<file path="config.mk">
export PLATFORM = sky130hd
export DESIGN_NAME = branch_unit_ras_flat
export DESIGN_NICKNAME = d
export VERILOG_FILES = /design/src/rtl/branch_unit_ras_if.sv /design/src/rtl/branch_unit_ras.sv /design/src/flat_wrapper.sv
export SDC_FILE = /design/constraint.sdc
export NUM_CORES = 1
export LEC_CHECK = 0
export CAP_MARGIN = 0
export CORE_AREA = 2 2 146 148
export DETAILED_ROUTE_END_ITERATION = 8
export DIE_AREA = 0 0 148 150
export DONT_BUFFER_PORTS = 1
export GPL_TIMING_DRIVEN = 0
export PLACE_DENSITY = 0.8
export SYNTH_ARGS = -nofsm -noshare
export SYNTH_HDL_FRONTEND = slang
export SYNTH_SLANG_ARGS = --single-unit
</file>
<file path="constraint.sdc">
create_clock -name clk -period 6.92 [get_ports clk]
set_input_delay 0.692 -clock clk [delete_from_list [all_inputs] [get_ports clk]]
set_output_delay 0.692 -clock clk [all_outputs]
set_load 0.01 [all_outputs]
</file>
<file path="src/rtl/branch_unit_ras_if.sv">
// Decode-to-branch-unit handshake and result bus.
// Master is the upstream decode stage; slave is branch_unit_ras.
interface branch_unit_ras_if #(
   parameter int unsigned XLEN = 32
);
   logic            in_valid;
   logic            in_ready;
   logic [31:0]     instr;
   logic [XLEN-1:0] op1;
   logic [XLEN-1:0] op2;
   logic [XLEN-1:0] op3;
   logic            out_valid;
   logic [XLEN-1:0] pc_out;
   logic [XLEN-1:0] ret_addr;
   logic            redirect;

   modport master (
      output in_valid, instr, op1, op2, op3,
      input  in_ready, out_valid, pc_out, ret_addr, redirect
   );

   modport slave (
      input  in_valid, instr, op1, op2, op3,
      output in_ready, out_valid, pc_out, ret_addr, redirect
   );
endinterface

</file>
<file path="src/rtl/branch_unit_ras.sv">
// Branch unit with architectural PC and circular return-address stack.
// Resolves RV32I branches, JAL and JALR; holds in_ready low for a flush
// window after every redirect.
// Optional build macro RAS_PREDICT_EN adds ras_top / ras_mispredict outputs.
module branch_unit_ras #(
   parameter int unsigned    XLEN         = 32,
   parameter int unsigned    RAS_DEPTH    = 8,
   parameter logic [XLEN-1:0] RESET_PC    = '0,
   parameter int unsigned    FLUSH_CYCLES = 2
) (
   input  logic                       clk,
   input  logic                       rst,
   branch_unit_ras_if.slave           bus,
   output logic [$clog2(RAS_DEPTH):0] ras_count,
   output logic                       ras_overflow,
   output logic                       ras_underflow
`ifdef RAS_PREDICT_EN
   ,
   output logic [XLEN-1:0]            ras_top,
   output logic                       ras_mispredict
`endif
);

   localparam int unsigned PW = $clog2(RAS_DEPTH);
   localparam int unsigned CW = PW + 1;
   localparam int unsigned FW = $clog2(FLUSH_CYCLES + 1);

   localparam logic [6:0] OP_BRANCH = 7'b1100011;
   localparam logic [6:0] OP_JAL    = 7'b1101111;
   localparam logic [6:0] OP_JALR   = 7'b1100111;

   typedef enum logic [1:0] {IDLE, RESOLVE, FLUSH} state_t;

   state_t          state;
   logic [FW-1:0]   flush_cnt;
   logic [6:0]      opc_q;
   logic [2:0]      f3_q;
   logic [4:0]      rd_q;
   logic [4:0]      rs1_q;
   logic [XLEN-1:0] op1_q;
   logic [XLEN-1:0] op2_q;
   logic [XLEN-1:0] op3_q;
   logic [XLEN-1:0] ras_mem [RAS_DEPTH];
   logic [PW-1:0]   ras_ptr;
   logic [PW-1:0]   top_idx;

   logic            is_br, is_jal, is_jalr, cond;
   logic            rd_link, rs1_link, do_push, do_pop, redir;
   logic [XLEN-1:0] pc_plus4, next_pc, jalr_sum;

   // Only the decoded fields of the instruction word are consumed.
   logic unused_instr_bits;
   assign unused_instr_bits = ^bus.instr[31:20];

   assign top_idx = ras_ptr - PW'(1);

`ifdef RAS_PREDICT_EN
   // Top-of-stack view, zero while the stack is empty.
   assign ras_top = (ras_count == '0) ? '0 : ras_mem[top_idx];
`endif

   // Resolve the captured instruction: condition, next PC and RAS action.
   always_comb begin
      is_br    = (opc_q == OP_BRANCH);
      is_jal   = (opc_q == OP_JAL);
      is_jalr  = (opc_q == OP_JALR);
      cond     = 1'b0;
      pc_plus4 = bus.pc_out + XLEN'(4);
      jalr_sum = op1_q + op3_q;
      next_pc  = pc_plus4;
      case (f3_q)
         3'b000:  cond = (op1_q == op2_q);
         3'b001:  cond = (op1_q != op2_q);
         3'b100:  cond = ($signed(op1_q) <  $signed(op2_q));
         3'b101:  cond = ($signed(op1_q) >= $signed(op2_q));
         3'b110:  cond = (op1_q <  op2_q);
         3'b111:  cond = (op1_q >= op2_q);
         default: cond = 1'b0;
      endcase
      if (is_jal || (is_br && cond)) begin
         next_pc = bus.pc_out + op3_q;
      end else if (is_jalr) begin
         next_pc = {jalr_sum[XLEN-1:1], 1'b0};
      end
      rd_link  = (rd_q == 5'd1) || (rd_q == 5'd5);
      rs1_link = (rs1_q == 5'd1) || (rs1_q == 5'd5);
      do_push  = (is_jal || is_jalr) && rd_link;
      do_pop   = is_jalr && rs1_link && (!rd_link || (rd_q != rs1_q));
      redir    = (next_pc != pc_plus4);
   end

   // Control FSM, PC / link registers and return-address stack.
   always_ff @(posedge clk) begin
      if (!rst) begin
         state         <= IDLE;
         flush_cnt     <= '0;
         bus.in_ready  <= 1'b1;
         bus.out_valid <= 1'b0;
         bus.redirect  <= 1'b0;
         bus.pc_out    <= RESET_PC;
         bus.ret_addr  <= '0;
         ras_count     <= '0;
         ras_ptr       <= '0;
         ras_overflow  <= 1'b0;
         ras_underflow <= 1'b0;
         opc_q         <= '0;
         f3_q          <= '0;
         rd_q          <= '0;
         rs1_q         <= '0;
         op1_q         <= '0;
         op2_q         <= '0;
         op3_q         <= '0;
`ifdef RAS_PREDICT_EN
         ras_mispredict <= 1'b0;
`endif
      end else begin
         bus.out_valid <= 1'b0;
         bus.redirect  <= 1'b0;
         ras_overflow  <= 1'b0;
         ras_underflow <= 1'b0;
`ifdef RAS_PREDICT_EN
         ras_mispredict <= 1'b0;
`endif
         case (state)
            IDLE: begin
               if (bus.in_valid) begin
                  opc_q        <= bus.instr[6:0];
                  f3_q         <= bus.instr[14:12];
                  rd_q         <= bus.instr[11:7];
                  rs1_q        <= bus.instr[19:15];
                  op1_q        <= bus.op1;
                  op2_q        <= bus.op2;
                  op3_q        <= bus.op3;
                  bus.in_ready <= 1'b0;
                  state        <= RESOLVE;
               end
            end
            RESOLVE: begin
               bus.out_valid <= 1'b1;
               bus.redirect  <= redir;
               bus.pc_out    <= next_pc;
               if (is_jal || is_jalr) begin
                  bus.ret_addr <= pc_plus4;
               end
               if (do_push && do_pop) begin
                  if (ras_count == '0) begin
                     ras_mem[ras_ptr] <= pc_plus4;
                     ras_ptr          <= ras_ptr + PW'(1);
                     ras_count        <= CW'(1);
                  end else begin
                     ras_mem[top_idx] <= pc_plus4;
                  end
               end else if (do_push) begin
                  ras_mem[ras_ptr] <= pc_plus4;
                  ras_ptr          <= ras_ptr + PW'(1);
                  if (ras_count == CW'(RAS_DEPTH)) begin
                     ras_overflow <= 1'b1;
                  end else begin
                     ras_count <= ras_count + CW'(1);
                  end
               end else if (do_pop) begin
                  if (ras_count == '0) begin
                     ras_underflow <= 1'b1;
                  end else begin
                     ras_ptr   <= top_idx;
                     ras_count <= ras_count - CW'(1);
                  end
               end
`ifdef RAS_PREDICT_EN
               if (do_pop) begin
                  ras_mispredict <= (ras_count == '0) || (next_pc != ras_mem[top_idx]);
               end
`endif
               if (redir) begin
                  flush_cnt <= FW'(FLUSH_CYCLES - 1);
                  state     <= FLUSH;
               end else begin
                  bus.in_ready <= 1'b1;
                  state        <= IDLE;
               end
            end
            FLUSH: begin
               if (flush_cnt == '0) begin
                  bus.in_ready <= 1'b1;
                  state        <= IDLE;
               end else begin
                  flush_cnt <= flush_cnt - FW'(1);
               end
            end
            default: begin
               bus.in_ready <= 1'b1;
               state        <= IDLE;
            end
         endcase
      end
   end

endmodule
</file>
<file path="src/flat_wrapper.sv">
// flat-port wrapper written by rule: the top's interface ports become plain ports
module branch_unit_ras_flat 
#(
   parameter int unsigned    XLEN         = 32,
   parameter int unsigned    RAS_DEPTH    = 8,
   parameter logic [XLEN-1:0] RESET_PC    = '0,
   parameter int unsigned    FLUSH_CYCLES = 2
)
  (clk, rst, ras_count, ras_overflow, ras_underflow, bus_in_valid, bus_instr, bus_op1, bus_op2, bus_op3, bus_in_ready, bus_out_valid, bus_pc_out, bus_ret_addr, bus_redirect);
  branch_unit_ras_if #(.XLEN(XLEN)) bus_i ();
  input  logic clk;
  input  logic rst;
  output logic [$clog2(RAS_DEPTH):0] ras_count;
  output logic ras_overflow;
  output logic ras_underflow;
  input wire logic [$bits(bus_i.in_valid)-1:0] bus_in_valid;
  input wire logic [$bits(bus_i.instr)-1:0] bus_instr;
  input wire logic [$bits(bus_i.op1)-1:0] bus_op1;
  input wire logic [$bits(bus_i.op2)-1:0] bus_op2;
  input wire logic [$bits(bus_i.op3)-1:0] bus_op3;
  output wire logic [$bits(bus_i.in_ready)-1:0] bus_in_ready;
  output wire logic [$bits(bus_i.out_valid)-1:0] bus_out_valid;
  output wire logic [$bits(bus_i.pc_out)-1:0] bus_pc_out;
  output wire logic [$bits(bus_i.ret_addr)-1:0] bus_ret_addr;
  output wire logic [$bits(bus_i.redirect)-1:0] bus_redirect;
  assign bus_i.in_valid = bus_in_valid;
  assign bus_i.instr = bus_instr;
  assign bus_i.op1 = bus_op1;
  assign bus_i.op2 = bus_op2;
  assign bus_i.op3 = bus_op3;
  assign bus_in_ready = bus_i.in_ready;
  assign bus_out_valid = bus_i.out_valid;
  assign bus_pc_out = bus_i.pc_out;
  assign bus_ret_addr = bus_i.ret_addr;
  assign bus_redirect = bus_i.redirect;
  branch_unit_ras #(.XLEN(XLEN), .RAS_DEPTH(RAS_DEPTH), .RESET_PC(RESET_PC), .FLUSH_CYCLES(FLUSH_CYCLES)) u_core (.clk(clk), .rst(rst), .bus(bus_i), .ras_count(ras_count), .ras_overflow(ras_overflow), .ras_underflow(ras_underflow));
endmodule
</file>
# ---- Word-level counts from Yosys, hierarchy flattened
# Index checks and enable logic that the tools add are counted.
dict set report word_totals {
  regBits 193
  in_bits 131
  out_inout_bits 73
  wordCells 107
}
dict set report classes {
  add_sub_neg 6
  magnitude_cmp 4
  n_eq_ne 27
  mux 23
  bitwise 4
  n_reduce_logical 26
}
# cell n
set op_table {}
lappend op_table {{$add A32 B32 Y32} 2}
lappend op_table {{$ge A32 B32 Y1} 2}
lappend op_table {{$lt A32 B32 Y1} 2}
lappend op_table {{$mux W32} 2}
lappend op_table {{$ne A32 B32 Y1} 2}
lappend op_table {{$add A32 B3 Y32 const B} 1}
lappend op_table {{$eq A32 B32 Y1} 1}
lappend op_table {{$mux W4} 6}
lappend op_table {{$eq A7 B7 Y1 const B} 3}
lappend op_table {{$eq A3 B3 Y1 const B} 4}
lappend op_table {{$eq A5 B1 Y1 const B} 2}
lappend op_table {{$eq A5 B3 Y1 const B} 2}
lappend op_table {{$mux W2} 5}
lappend op_table {{$ne A2 B2 Y1 const B} 4}
lappend op_table {{$reduce_and A2 Y1} 4}
lappend op_table {{$mux W1} 6}
lappend op_table {{$pmux W1 S6} 1}
lappend op_table {{$pmux W2 S3} 1}
lappend op_table {{$reduce_and A3 Y1} 2}
lappend op_table {{$logic_and A1 B1 Y1} 5}
lappend op_table {{$logic_or A1 B1 Y1} 5}
lappend op_table {{$ne A5 B5 Y1} 1}
lappend op_table {{$reduce_and A5 Y1} 1}
lappend op_table {{$reduce_or A5 Y1} 1}
lappend op_table {{20 further kinds} 25}

# ---- Depth between registers and ports, before layout
dict set report depth {
  word_depth 8
  mapped_depth 16
  mapped_depth_nobuf 15
}

# ---- Worst setup path after synthesis
# OpenSTA, ideal clock, no wires.
dict set report synth_path {
  kind {register -> register}
  start {register u_core.op2_q[13]}
  end {register u_core.flush_cnt[0]}
  setup_ns 0.079
  t_arrival_ns 3.576
  required_ns 6.841
  setup_slack_ns 3.265
  stages_incl_launch_ff 17
  path_buffers 1
  period_less_slack_ns 3.655
  cell_sequence {dfxtp_1 inv_1 ha_1 a21o_1 a21oi_1 o221ai_1 a221o_1 o32a_1 or3_1 a21oi_2 buf_2 mux2i_1 xnor2_1 nor3_1 nand3_2 o2111a_1 a211oi_2}
}
dict set report synth_via {
  elab_chain_len 8
  elab_cells_between_ends 13
  classes_between {order compare: 4; eq/ne: 4; mux: 2; reduce/logical: 3}
}
# item line_no
set synth_rtl {}
lappend synth_rtl {{start, declared} branch_unit_ras.sv:41} ;# logic [XLEN-1:0] op2_q;
lappend synth_rtl {{start signal, assigned} branch_unit_ras.sv:132} ;# op2_q <= bus.op2;
lappend synth_rtl {{$ge A32 B32 Y1, or another cell as far along} branch_unit_ras.sv:77} ;# 3'b111: cond = (op1_q >= op2_q);
lappend synth_rtl {{$pmux W1 S6 (*)} branch_unit_ras.sv:71} ;# case (f3_q)
lappend synth_rtl {{$logic_and A1 B1 Y1 (*)} branch_unit_ras.sv:80} ;# if (is_jal || (is_br && cond)) begin
lappend synth_rtl {{$logic_or A1 B1 Y1 (*)} branch_unit_ras.sv:80}
lappend synth_rtl {{$mux W32 (*)} branch_unit_ras.sv:80}
lappend synth_rtl {{$ne A32 B32 Y1 (*)} branch_unit_ras.sv:89} ;# redir = (next_pc != pc_plus4);
lappend synth_rtl {{$ne A2 B1 Y1 (no line) (*)} --}
lappend synth_rtl {{$reduce_and A3 Y1 (no line) (*)} --}
lappend synth_rtl {{end signal, assigned} branch_unit_ras.sv:175} ;# flush_cnt <= FW'(FLUSH_CYCLES - 1);
lappend synth_rtl {{end signal, assigned} branch_unit_ras.sv:187} ;# flush_cnt <= flush_cnt - FW'(1);
lappend synth_rtl {{end, declared} branch_unit_ras.sv:35} ;# logic [FW-1:0] flush_cnt;
# Every way passes the cells marked *; elsewhere a longest branch is shown, timed or not.
# A chain may end at the register's enable or synchronous reset.

# ---- Worst setup path in the final report
dict set report layout_path {
  start {register u_core.op1_q[31]}
  end {register u_core.flush_cnt[0]}
}
dict set report layout_via {
  elab_chain_len 8
  elab_cells_between_ends 15
  classes_between {add/sub: 1; order compare: 4; eq/ne: 4; mux: 3; reduce/logical: 3}
}
# item line_no
set layout_rtl {}
lappend layout_rtl {{start, declared} branch_unit_ras.sv:40} ;# logic [XLEN-1:0] op1_q;
lappend layout_rtl {{start signal, assigned} branch_unit_ras.sv:131} ;# op1_q <= bus.op1;
lappend layout_rtl {{$ge A32 B32 Y1, or another cell as far along} branch_unit_ras.sv:77}
lappend layout_rtl {{$pmux W1 S6} branch_unit_ras.sv:71}
lappend layout_rtl {{$logic_and A1 B1 Y1} branch_unit_ras.sv:80}
lappend layout_rtl {{$logic_or A1 B1 Y1} branch_unit_ras.sv:80}
lappend layout_rtl {{$mux W32 (*)} branch_unit_ras.sv:80}
lappend layout_rtl {{$ne A32 B32 Y1 (*)} branch_unit_ras.sv:89}
lappend layout_rtl {{$ne A2 B1 Y1 (no line) (*)} --}
lappend layout_rtl {{$reduce_and A3 Y1 (no line) (*)} --}
# Marks and branches as above.

==> metrics.md <==
| Metric | Value |
|---|---|
| TritonCTS clock tree | `built` |
| Post-synth EDFFs | `0` |
| R2R Path End | `u_core.flush_cnt[0]` |
| Clock Pin Slew Worst Setup and Hold Paths | `90 ps` |
| WHS Path Cells | `2` |
| Sequential power share | `43.0%` |
| Post-route ant nets | `0` |
| Final Hold Fails | `0` |
| H-Tree Depth | `4` |
| Total power | `2.85 mW` |
| Top cell type's share of synthesized area | `29.4%` |
| Status | `complete, no violations` |
| # clock sinks | `193` |
| Hold WC Path Type | `in -> reg` |
| Final design utilization | `68.2%` |
| Largest net degree at the start of global routing | `22` |
| Switching share of power | `34.5%` |
| CTS Buf Count | `17` |
| Most frequent cell after synthesis | `nand2_1` |
| RSZ-0062 raised after global routing | `false` |
| Net Sw Power | `0.983 mW` |
| Top FF cell, synth | `dfxtp_1` |
| Ratio of cells with drive above 1 in the final layout | `4.14%` |
| Setup violators final | `0` |
| Asr flop ratio synth | `0%` |
| Leak Pwr | `5.60 nW` |
| Mapped Area | `13100 um2` |
| Routed len/inst | `21.4 um` |
| Syn_area_per_cell | `7.59 um2` |
| Clock Tree Root | `clkbuf_16` |
| Slew Limit Fails | `0` |
| Power per cell area | `202 nW/um2` |
| GP Congestion | `0.983` |
| WP data arrival | `5400 ps` |
| TNS Setup | `0 ps` |
| Cts-stage hold buffer count | `0` |
| First-pass GRT wire length | `65100 um` |
| Rel. slew slack | `28.5%` |
| Sequential share of the synthesized area | `29.4%` |
| Register area | `3860 um2` |
| Rows | `53` |
| Detailed Place HPWL | `34800 um` |
| Post-CTS Setup Inserts | `0` |
| Final nets | `1984` |
| Post-route setup slack | `1890 ps` |
| Max Cap Violations | `0` |
| Worst Setup Start Kind | `register` |
| Worst EP required | `7290 ps` |
| R2R cell count | `15` |
| Synthesized Nets | `1965` |
| Buffers on Ports | `0` |
| Actual slew at the worst max-slew pin | `1070 ps` |
| Grt total ovfl | `0` |
| Clock Skew | `10.9 ps` |
| Remaining DRCs | `0` |
| Die height | `150 um` |
| GRT Total Usage | `38.3%` |
| DR pass1 iterations | `9` |
| Vias per cell | `6.33` |
| Vias post-DR | `12900` |
| Clock group share of total power | `37.4%` |
| Initial Utilization | `63.5%` |
| Synth top area cells | `dfxtp_1, ha_1, nand2_1` |
| CP Capture Type | `register` |
| CTS resizes | `0` |
| Syn-to-layout area delta | `7.37%` |
| Critical path type | `reg -> reg` |
| Hold Startpoint | `bus_op2[5]` |
| Final Cycle Share | `72.7%` |
| Power share of the combinational group | `19.6%` |
| Crit Path Max Fanout | `10` |
| Io pins | `204` |
| Vias in the first global route | `11700` |
| Post-synthesis cell count | `1731` |
| #FFs+latches synth | `193` |
| Fin crit period | `5030 ps` |
| VDD IR max | `0.155 mV` |
| Final WL | `43700 um` |
| Cell variety after synth | `85` |
| Fmax | `0.199 GHz` |
| Fillers | `1812` |
| Area of the multi-input gates | `8650 um2` |
| Reg2reg setup slack | `1890 ps` |
| Die Wd | `148 um` |
| R2R Path Start | `u_core.op1_q[31]` |
| Initial DRC count | `1321` |
| Placement Setup Slack | `2170 ps` |
| Core area | `20700 um2` |
| Internal | `1.87 mW` |
| Die ar. | `22200 um2` |
| Maximum buffer depth of the clock tree | `2` |
| Synth warn | `0` |
| Later-pin clock latency in the skew report | `450 ps` |
| N_diodes | `0` |
| Initial antenna violation count | `0` |
| Synth cell count leaders | `nand2_1, a21oi_1, dfxtp_1` |
| Worst Hold Path EP | `u_core.op2_q[5]` |
| Post-synth top area cell | `dfxtp_1` |
==> flip-flops by register name, summed over array words and instances (netlist names) <==
name                  cells
u_core.bus.pc_out        32
u_core.ras_count          4
u_core.bus.redirect       1
u_core.bus.ret_addr      32
u_core.f3_q               3
u_core.ras_underflow      1
u_core.bus.in_ready       1
u_core.state              2
u_core.rs1_q              5
u_core.op2_q             32
u_core.bus.out_valid      1
u_core.opc_q              7
u_core.op3_q             32
u_core.flush_cnt          2
u_core.ras_overflow       1
u_core.rd_q               5
u_core.op1_q             32
==> metal layers <==
layer | track usage (%) | vias to the layer above | wire, um
li1 | - | 6144 | -
met1 | 50.8 | 6003 | 18500
met2 | 60.6 | 642 | 19000
met3 | 7.68 | 111 | 4090
met4 | 17.0 | 0 | 2070
met5 | 0 | - | 0
==> cell families after synthesis <==
group	synth area share, %
compound gates	23.2
xor+xnor	9.48
flops	29.4
fa+ha+maj	9.98
buf+inv	4.75
simple gates	21.3
mux	1.92
==> worst max-delay path: stages (launching register included) <==
cell	delay, ps
dfxtp_1	390
ha_1	440
nand4_1	190
nor4_2	530
a31oi_1	310
o21ai_0	300
a21oi_1	100
mux2i_1	480
a21o_1	210
buf_2	270
buf_1	530
a31oi_1	130
nor3_1	340
nand3_2	230
o2111a_1	300
a211oi_2	200
==> cell type report <==
class,instances,area share [%]
clock inverters,14,1.31
inverters,74,1.97
well taps,275,2.44
multi-input cells,1375,61.3
plain buffers,89,2.46
clock buffers,18,3.11
flip-flops and latches,193,27.4
==> layout by cell type, fill, tap and decap left out, types with 16 or more instances in the layout <==
| cell | count |
|---|---|
| a211oi_1 | 57 |
| a21o_1 | 23 |
| a21oi_1 | 210 |
| a31oi_1 | 16 |
| clkbuf_1 | 72 |
| clkbuf_16 | 17 |
| dfxtp_1 | 193 |
| ha_1 | 100 |
| inv_1 | 74 |
| mux2i_1 | 23 |
| nand2_1 | 332 |
| nand3_1 | 24 |
| nand4_1 | 25 |
| nor2_1 | 134 |
| nor3_1 | 32 |
| o211ai_1 | 18 |
| o21ai_0 | 45 |
| xnor2_1 | 82 |
| xor2_1 | 55 |
==> how the worst max path moves through the flow <==
stage / to / startpoint / cells past startpoint
6_report: u_core.flush_cnt[0] / u_core.op1_q[31] / 15
5_1_grt: u_core.flush_cnt[0] / u_core.op1_q[31] / 15
4_1_cts: u_core.flush_cnt[0] / u_core.op1_q[26] / 15
3_5_place_dp: u_core.flush_cnt[0] / u_core.op1_q[26] / 15
3_3_place_gp: u_core.bus.pc_out[2] / u_core.op1_q[31] / 13
2_1_floorplan: u_core.flush_cnt[0] / u_core.op2_q[13] / 16
==> power groups by stage <==
stage               Clock (mW)  Combinational [mW]  Sequential (mW)
floorplan                    0               0.401             1.22
global placement             0               0.528             1.25
detailed placement           0               0.542             1.25
CTS                       1.05               0.546             1.22
global route              1.10               0.610             1.23
finish                    1.07               0.560             1.23
==> through the flow <==
step / hold WS [ps] / instances / area (um2)
3_3_place_gp: 439 / 2006 / 13500
6_report: 368 / 2038 / 14100
5_1_grt: 366 / 2038 / 14100
2_1_floorplan: 431 / 1731 / 13100
4_1_cts: 367 / 2038 / 14100
3_5_place_dp: 444 / 2006 / 13500
Power figures use the tool's default switching activity.
